### config.mk
export PLATFORM = sky130hd
export DESIGN_NAME = knn_topk_tracker_flat
export DESIGN_NICKNAME = d
export VERILOG_FILES = /design/src/rtl/knn_topk_tracker_if.sv /design/src/rtl/knn_topk_tracker.sv /design/src/flat_wrapper.sv
export SDC_FILE = /design/constraint.sdc
export NUM_CORES = 1
export LEC_CHECK = 0
export CORE_MARGIN = 2
export CORE_UTILIZATION = 51
export CTS_CLUSTER_SIZE = 16
export DETAILED_ROUTE_END_ITERATION = 6
export GPL_TIMING_DRIVEN = 1
export PLACE_DENSITY_LB_ADDON = 0.25
export SLEW_MARGIN = 20
export SYNTH_ARGS = -nofsm -noshare
export SYNTH_HDL_FRONTEND = slang
export SYNTH_SLANG_ARGS = --single-unit
### constraint.sdc
create_clock -name clk_in -period 2.4 [get_ports clk_in]
set_input_delay 0.24 -clock clk_in [delete_from_list [all_inputs] [get_ports clk_in]]
set_output_delay 0.24 -clock clk_in [all_outputs]
set_load 0.01 [all_outputs]
### src/rtl/knn_topk_tracker_if.sv
`default_nettype none
// =============================================================================
// Module   : knn_topk_tracker_if
// Purpose  : Sample, control and result handshake bundle for knn_topk_tracker.
// Revision : 1.0
// =============================================================================
interface knn_topk_tracker_if #(
  parameter int K      = 4,
  parameter int DIST_W = 32,
  parameter int ID_W   = 16
);
  localparam int CNT_W  = $clog2(K + 1);
  localparam int RANK_W = $clog2(K);

  logic              query_start_in;
  logic              data_valid_in;
  logic [DIST_W-1:0] distance_sq_in;
  logic [ID_W-1:0]   vertex_id_in;
  logic              query_done_in;
  logic              ready_out;
  logic [CNT_W-1:0]  count_out;
  logic              result_valid_out;
  logic              result_ready_in;
  logic [DIST_W-1:0] result_dist_out;
  logic [ID_W-1:0]   result_id_out;
  logic [RANK_W-1:0] result_rank_out;
  logic              result_last_out;
  logic              done_out;

  modport master (
    output query_start_in, data_valid_in, distance_sq_in, vertex_id_in,
           query_done_in, result_ready_in,
    input  ready_out, count_out, result_valid_out, result_dist_out,
           result_id_out, result_rank_out, result_last_out, done_out
  );

  modport slave (
    input  query_start_in, data_valid_in, distance_sq_in, vertex_id_in,
           query_done_in, result_ready_in,
    output ready_out, count_out, result_valid_out, result_dist_out,
           result_id_out, result_rank_out, result_last_out, done_out
  );
endinterface
`default_nettype wire

### src/rtl/knn_topk_tracker.sv
`default_nettype none
// =============================================================================
// Module   : knn_topk_tracker
// Purpose  : Keeps the K smallest (distance, id) pairs of a query sorted and
//            streams them nearest-first at end of query.
// Revision : 1.0
// =============================================================================
module knn_topk_tracker #(
  parameter int K      = 4,
  parameter int DIST_W = 32,
  parameter int ID_W   = 16
) (
  input logic               clk_in,
  input logic               rst_in,
  knn_topk_tracker_if.slave bus
);
  localparam int CNT_W  = $clog2(K + 1);
  localparam int RANK_W = $clog2(K);
  localparam logic [CNT_W-1:0] C_K = CNT_W'(K);

  typedef enum logic [1:0] {
    S_IDLE    = 2'd0,
    S_COLLECT = 2'd1,
    S_DRAIN   = 2'd2,
    S_FINISH  = 2'd3
  } state_t;

  state_t            state_q, state_d;
  logic [DIST_W-1:0] dist_q [K];
  logic [DIST_W-1:0] dist_d [K];
  logic [ID_W-1:0]   id_q   [K];
  logic [ID_W-1:0]   id_d   [K];
  logic [CNT_W-1:0]  count_q, count_d;
  logic [RANK_W-1:0] rank_q, rank_d;

  logic [K-1:0]      keep;
  logic [DIST_W-1:0] ins_dist [K];
  logic [ID_W-1:0]   ins_id   [K];
  logic              accept;
  logic              res_valid;
  logic              beat_last;
  logic              beat_fire;

  // keep[i]: slot i holds a valid entry no farther than the incoming sample,
  // so it stays; the first non-kept slot takes the sample, later ones shift.
  for (genvar i = 0; i < K; i++) begin : g_slot
    localparam logic [CNT_W-1:0] C_IDX = CNT_W'(i);
    assign keep[i] = (C_IDX < count_q) && (dist_q[i] <= bus.distance_sq_in);
    if (i == 0) begin : g_head
      assign ins_dist[i] = keep[i] ? dist_q[i] : bus.distance_sq_in;
      assign ins_id[i]   = keep[i] ? id_q[i]   : bus.vertex_id_in;
    end else begin : g_tail
      assign ins_dist[i] = keep[i]   ? dist_q[i]          :
                           keep[i-1] ? bus.distance_sq_in : dist_q[i-1];
      assign ins_id[i]   = keep[i]   ? id_q[i]            :
                           keep[i-1] ? bus.vertex_id_in   : id_q[i-1];
    end
  end

  assign accept    = (state_q == S_COLLECT) && bus.data_valid_in;
  assign res_valid = (state_q == S_DRAIN) && (count_q != '0);
  assign beat_last = (CNT_W'(rank_q) == (count_q - CNT_W'(1)));
  assign beat_fire = res_valid && bus.result_ready_in;

  always_comb begin
    state_d = state_q;
    count_d = count_q;
    rank_d  = rank_q;
    dist_d  = dist_q;
    id_d    = id_q;
    if (bus.query_start_in) begin
      state_d = S_COLLECT;
      count_d = '0;
      rank_d  = '0;
      for (int i = 0; i < K; i++) begin
        dist_d[i] = '0;
        id_d[i]   = '0;
      end
    end else begin
      case (state_q)
        S_IDLE: state_d = S_IDLE;
        S_COLLECT: begin
          // A full list whose last slot is <= the sample leaves keep[K-1] set.
          if (accept && !keep[K-1]) begin
            dist_d = ins_dist;
            id_d   = ins_id;
            if (count_q != C_K) count_d = count_q + CNT_W'(1);
          end
          if (bus.query_done_in) begin
            state_d = S_DRAIN;
            rank_d  = '0;
          end
        end
        S_DRAIN: begin
          if (count_q == '0) begin
            state_d = S_FINISH;
          end else if (beat_fire) begin
            if (beat_last) begin
              state_d = S_FINISH;
              rank_d  = '0;
            end else begin
              rank_d = rank_q + RANK_W'(1);
            end
          end
        end
        S_FINISH: state_d = S_IDLE;
        default:  state_d = S_IDLE;
      endcase
    end
  end

  always_ff @(posedge clk_in or negedge rst_in) begin
    if (!rst_in) begin
      state_q <= S_IDLE;
      count_q <= '0;
      rank_q  <= '0;
      for (int i = 0; i < K; i++) begin
        dist_q[i] <= '0;
        id_q[i]   <= '0;
      end
    end else begin
      state_q <= state_d;
      count_q <= count_d;
      rank_q  <= rank_d;
      dist_q  <= dist_d;
      id_q    <= id_d;
    end
  end

  assign bus.ready_out        = (state_q == S_COLLECT);
  assign bus.count_out        = count_q;
  assign bus.result_valid_out = res_valid;
  assign bus.result_dist_out  = res_valid ? dist_q[rank_q] : '0;
  assign bus.result_id_out    = res_valid ? id_q[rank_q]   : '0;
  assign bus.result_rank_out  = res_valid ? rank_q         : '0;
  assign bus.result_last_out  = res_valid && beat_last;
  // A restart arriving while in FINISH suppresses the completion pulse.
  assign bus.done_out         = (state_q == S_FINISH) && !bus.query_start_in;

endmodule
`default_nettype wire

### src/flat_wrapper.sv
// flat-port wrapper written by rule: the top's interface ports become plain ports
module knn_topk_tracker_flat 
#(
  parameter int K      = 4,
  parameter int DIST_W = 32,
  parameter int ID_W   = 16
)
  (clk_in, rst_in, bus_query_start_in, bus_data_valid_in, bus_distance_sq_in, bus_vertex_id_in, bus_query_done_in, bus_result_ready_in, bus_ready_out, bus_count_out, bus_result_valid_out, bus_result_dist_out, bus_result_id_out, bus_result_rank_out, bus_result_last_out, bus_done_out);
  knn_topk_tracker_if #(.K(K), .DIST_W(DIST_W), .ID_W(ID_W)) bus_i ();
  input logic clk_in;
  input logic rst_in;
  input wire logic [$bits(bus_i.query_start_in)-1:0] bus_query_start_in;
  input wire logic [$bits(bus_i.data_valid_in)-1:0] bus_data_valid_in;
  input wire logic [$bits(bus_i.distance_sq_in)-1:0] bus_distance_sq_in;
  input wire logic [$bits(bus_i.vertex_id_in)-1:0] bus_vertex_id_in;
  input wire logic [$bits(bus_i.query_done_in)-1:0] bus_query_done_in;
  input wire logic [$bits(bus_i.result_ready_in)-1:0] bus_result_ready_in;
  output wire logic [$bits(bus_i.ready_out)-1:0] bus_ready_out;
  output wire logic [$bits(bus_i.count_out)-1:0] bus_count_out;
  output wire logic [$bits(bus_i.result_valid_out)-1:0] bus_result_valid_out;
  output wire logic [$bits(bus_i.result_dist_out)-1:0] bus_result_dist_out;
  output wire logic [$bits(bus_i.result_id_out)-1:0] bus_result_id_out;
  output wire logic [$bits(bus_i.result_rank_out)-1:0] bus_result_rank_out;
  output wire logic [$bits(bus_i.result_last_out)-1:0] bus_result_last_out;
  output wire logic [$bits(bus_i.done_out)-1:0] bus_done_out;
  assign bus_i.query_start_in = bus_query_start_in;
  assign bus_i.data_valid_in = bus_data_valid_in;
  assign bus_i.distance_sq_in = bus_distance_sq_in;
  assign bus_i.vertex_id_in = bus_vertex_id_in;
  assign bus_i.query_done_in = bus_query_done_in;
  assign bus_i.result_ready_in = bus_result_ready_in;
  assign bus_ready_out = bus_i.ready_out;
  assign bus_count_out = bus_i.count_out;
  assign bus_result_valid_out = bus_i.result_valid_out;
  assign bus_result_dist_out = bus_i.result_dist_out;
  assign bus_result_id_out = bus_i.result_id_out;
  assign bus_result_rank_out = bus_i.result_rank_out;
  assign bus_result_last_out = bus_i.result_last_out;
  assign bus_done_out = bus_i.done_out;
  knn_topk_tracker #(.K(K), .DIST_W(DIST_W), .ID_W(ID_W)) u_core (.clk_in(clk_in), .rst_in(rst_in), .bus(bus_i));
endmodule
==> results.yml <==
outcome:
  status: "finished, violations left"
  violations: "negative setup slack"
timing:
  period_minus_slack_ps: 3055
  worst_pin_slew_ps: 841.3
  grt_setup_unrepaired: "yes"
  slew_violations: 0
  fin_worst_skew_ps: 15.02
  hold_viol: 0
  max_freq_mhz: 327.3
  whs_ps: 198.3
  tns_ps: -111470
  setup_ws_ps: -655.1
  setup_viol: 242
  min_period_over_period_pct: 127.3
  slew_headroom_pct: 43.32
placement:
  dp_hpwl_mm: 34.61
  portBuffers: 110
  dpl.cell_count: 2122
  gp_congestion: 0.9185
clocking:
  cts-buffers-inserted: 17
  ctsRootBufferMaster: "clkbuf_16"
  clk_pin_slew_ps: 90
  cts_sinks: 199
  ctsHtreeMaxLevel: 4
  clk_latency_ps: 450
  cts_tree: "built"
  ctsLongestPathBuffers: 2
global_routing:
  overflow: 0
  grt_pass1_wl_mm: 83.95
  grt_max_degree: 61
  antenna_found_initial: 1
  grtUsageTotal_pct: 37.19
  grt_pass1_vias: 15150
setup_path:
  critPathRequiredTime_ps: 2730
  cp_max_fo: 8
  cp_top_family: "compound AO/OA/AOI/OAI gates"
  worstSetupEndpointType: "register"
  criticalPathCategory: "in -> reg"
  reg2reg_from: "u_core.dist_q[111]$_DFFE_PN0P_"
  critPathMaxStageDelay_ps: 670
  cp_num_buf_inv: 4
  worstPathCellList: "clkdlybuf4s50_1, inv_1, ha_1, nand2_1, o21ai_0, a2111o_1, o211ai_1, buf_4, a22o_4, clkbuf_16, o2bb2ai_2"
  start_kind: "input pin"
  crit_arrival_ps: 3380
  slowest_stage: "o21ai_0"
  cp-startpoint: "bus_distance_sq_in[3]"
yosys:
  ys_seq_area_share_pct: 34.96
  synth_top_area_share_pct: 34.96
  yosysMostFrequentCell: "dfrtp_1"
  syn_avg_cell_area_um2: 9.535
  synthCells: 1494
  synth_top_area_cell: "dfrtp_1"
  syn_nets: 1683
  synth-edff-count: 0
  synth_cell_types: 54
  yosysWarnings: 0
  synth_ff_type: "dfrtp_1"
  synth_area_um2: 14240
  async_flop_share_pct: 100.0
  synth_area_leaders: "dfrtp_1 35%, ha_1 12%, mux4_2 7.6%"
  synth_commonest_cells: "199 x dfrtp_1, 195 x a21oi_1, 135 x ha_1, 114 x o21ai_0, 100 x clkbuf_1"
  synth_seq_cells: 199
routing:
  vias_per_cell: 7.188
  wire_per_inst_um: 27.47
  dr.pass1.iters: 6
  drt_iter0_markers: 2204
  antenna_left: 0
  num_vias: 15880
  wirelength_mm: 60.67
  drc: 0
pwr:
  leakagePower_uw: 0.009096
  peakVddDrop_mv: 0.6424
  powerDensity_nw_per_um2: 795.6
  power.total_uw: 16500
final_layout:
  syn_to_final_growth_pct: 45.55
  final_cells: 2209
  nNetsFinal: 2006
  drive_gt1_share_pct: 34.48
  fillers: 1769
floorplanning:
  rows: 61
  die_h_um: 171.1
  core_um2: 27630
  io_pins: 111
  die_width_um: 171.1
  die-area_um2: 29280
  initial_core_util_pct: 51.56
min_path:
  hp-class: "in -> reg"
  min_from: "bus_query_start_in"
flow_run:
  maxCapViolCount: 0
cells in the final DEF (no fill, tap or decap), drive strengths merged, types with 35 or more instances in the layout:
cell / count
clkdlybuf4s50: 94
nand2: 39
o21ai: 122
and3: 51
mux2i: 63
mux4: 48
nand4: 74
clkbuf: 35
a21oi: 195
inv: 59
nand3: 58
ha: 135
a31oi: 49
o211ai: 52
nor3: 43
dfrtp: 199
o2bb2ai: 50
a211oi: 49
buf: 327
cell families (layout without fill, tap and decap cells):
family	Yosys count	count (layout)	share of synthesized area, %
other	0	1	0
muxes	111	111	12.02
DFF	199	199	34.96
AOI/OAI and AO/OA	552	552	23.76
adders and majority gates	135	135	11.86
xor gates and xnor gates	3	3	0.1845
and+or+nand+nor	299	299	11.52
buffers and inverters	195	531	5.709
layout make-up:
class	instances	area [um2]	share of cell area, %
antenna	1	2.502	0.01207
clock buffer	18	439.2	2.118
clock inverter	14	146.4	0.7061
inverter	50	187.7	0.9052
multi-input combinational	1100	9809	47.31
sequential	199	4985	24.04
tap	378	473.0	2.281
timing repair buffer	449	4691	22.62
metal layers:
layer / wire (um) / up-vias / global-route usage, %
met5: 0 / - / 0
met4: 4196 / 0 / 17.94
met3: 7038 / 399 / 7.703
met2: 27410 / 1375 / 59.15
met1: 22030 / 7640 / 48.58
li1: - / 6465 / -
power breakdown:
| group | total (uW) | internal (uW) | switching, uW |
|---|---|---|---|
| sequential | 4620 | 3980 | 645 |
| clock | 3000 | 1430 | 1570 |
| combinational | 8880 | 3980 | 4900 |
through the flow:
step	setup WS [ps]	instance area, um2	utilization, %
5_1_grt	-618.8	20730	75.04
3_3_place_gp	-887.1	18090	65.49
6_report	-655.1	20730	75.04
4_1_cts	-354.8	19480	70.51
3_5_place_dp	-1004	18090	65.49
2_1_floorplan	-62.83	14650	-
worst reg2reg max path, delay by kind of cell, from the launching register on:
family | cells | cell delay, ps
buf+inv | 5 | 800
fa+ha+maj | 1 | 390
simple gates | 2 | 350
flops | 1 | 420
compound gates | 4 | 940
registers in the layout (all words and copies together), names as in the netlist:
signal                cells
u_core.dist_q           128
u_core.id_q              64
u_core.bus.count_out      3
u_core.rank_q             2
u_core.state_q            2
what timing repair did:
item	in CTS	in global routing
buffers inserted	15	11
hold buffers	1	0
endpoints found under the hold margin	53	0
pin swaps	42	60
gates cloned	9	19
gates resized for setup	143	138
endpoints found under the setup margin	247	244
worst paths after layout:
check | to | slack (ps) | depth (start not counted)
worst max-delay path | u_core.dist_q[82]$_DFFE_PN0P_ | -660 | 11
worst min-delay path | u_core.id_q[53]$_DFFE_PN0P_ | 200 | 2
worst max register to register | u_core.dist_q[98]$_DFFE_PN0P_ | -620 | 12
worst min register to register | u_core.id_q[34]$_DFFE_PN0P_ | 530 | 1
max in group asynchronous | u_core.dist_q[68]$_DFFE_PN0P_ | 1290 | 3
min in group asynchronous | u_core.dist_q[73]$_DFFE_PN0P_ | 380 | 2
Power figures use the tool's default switching activity.
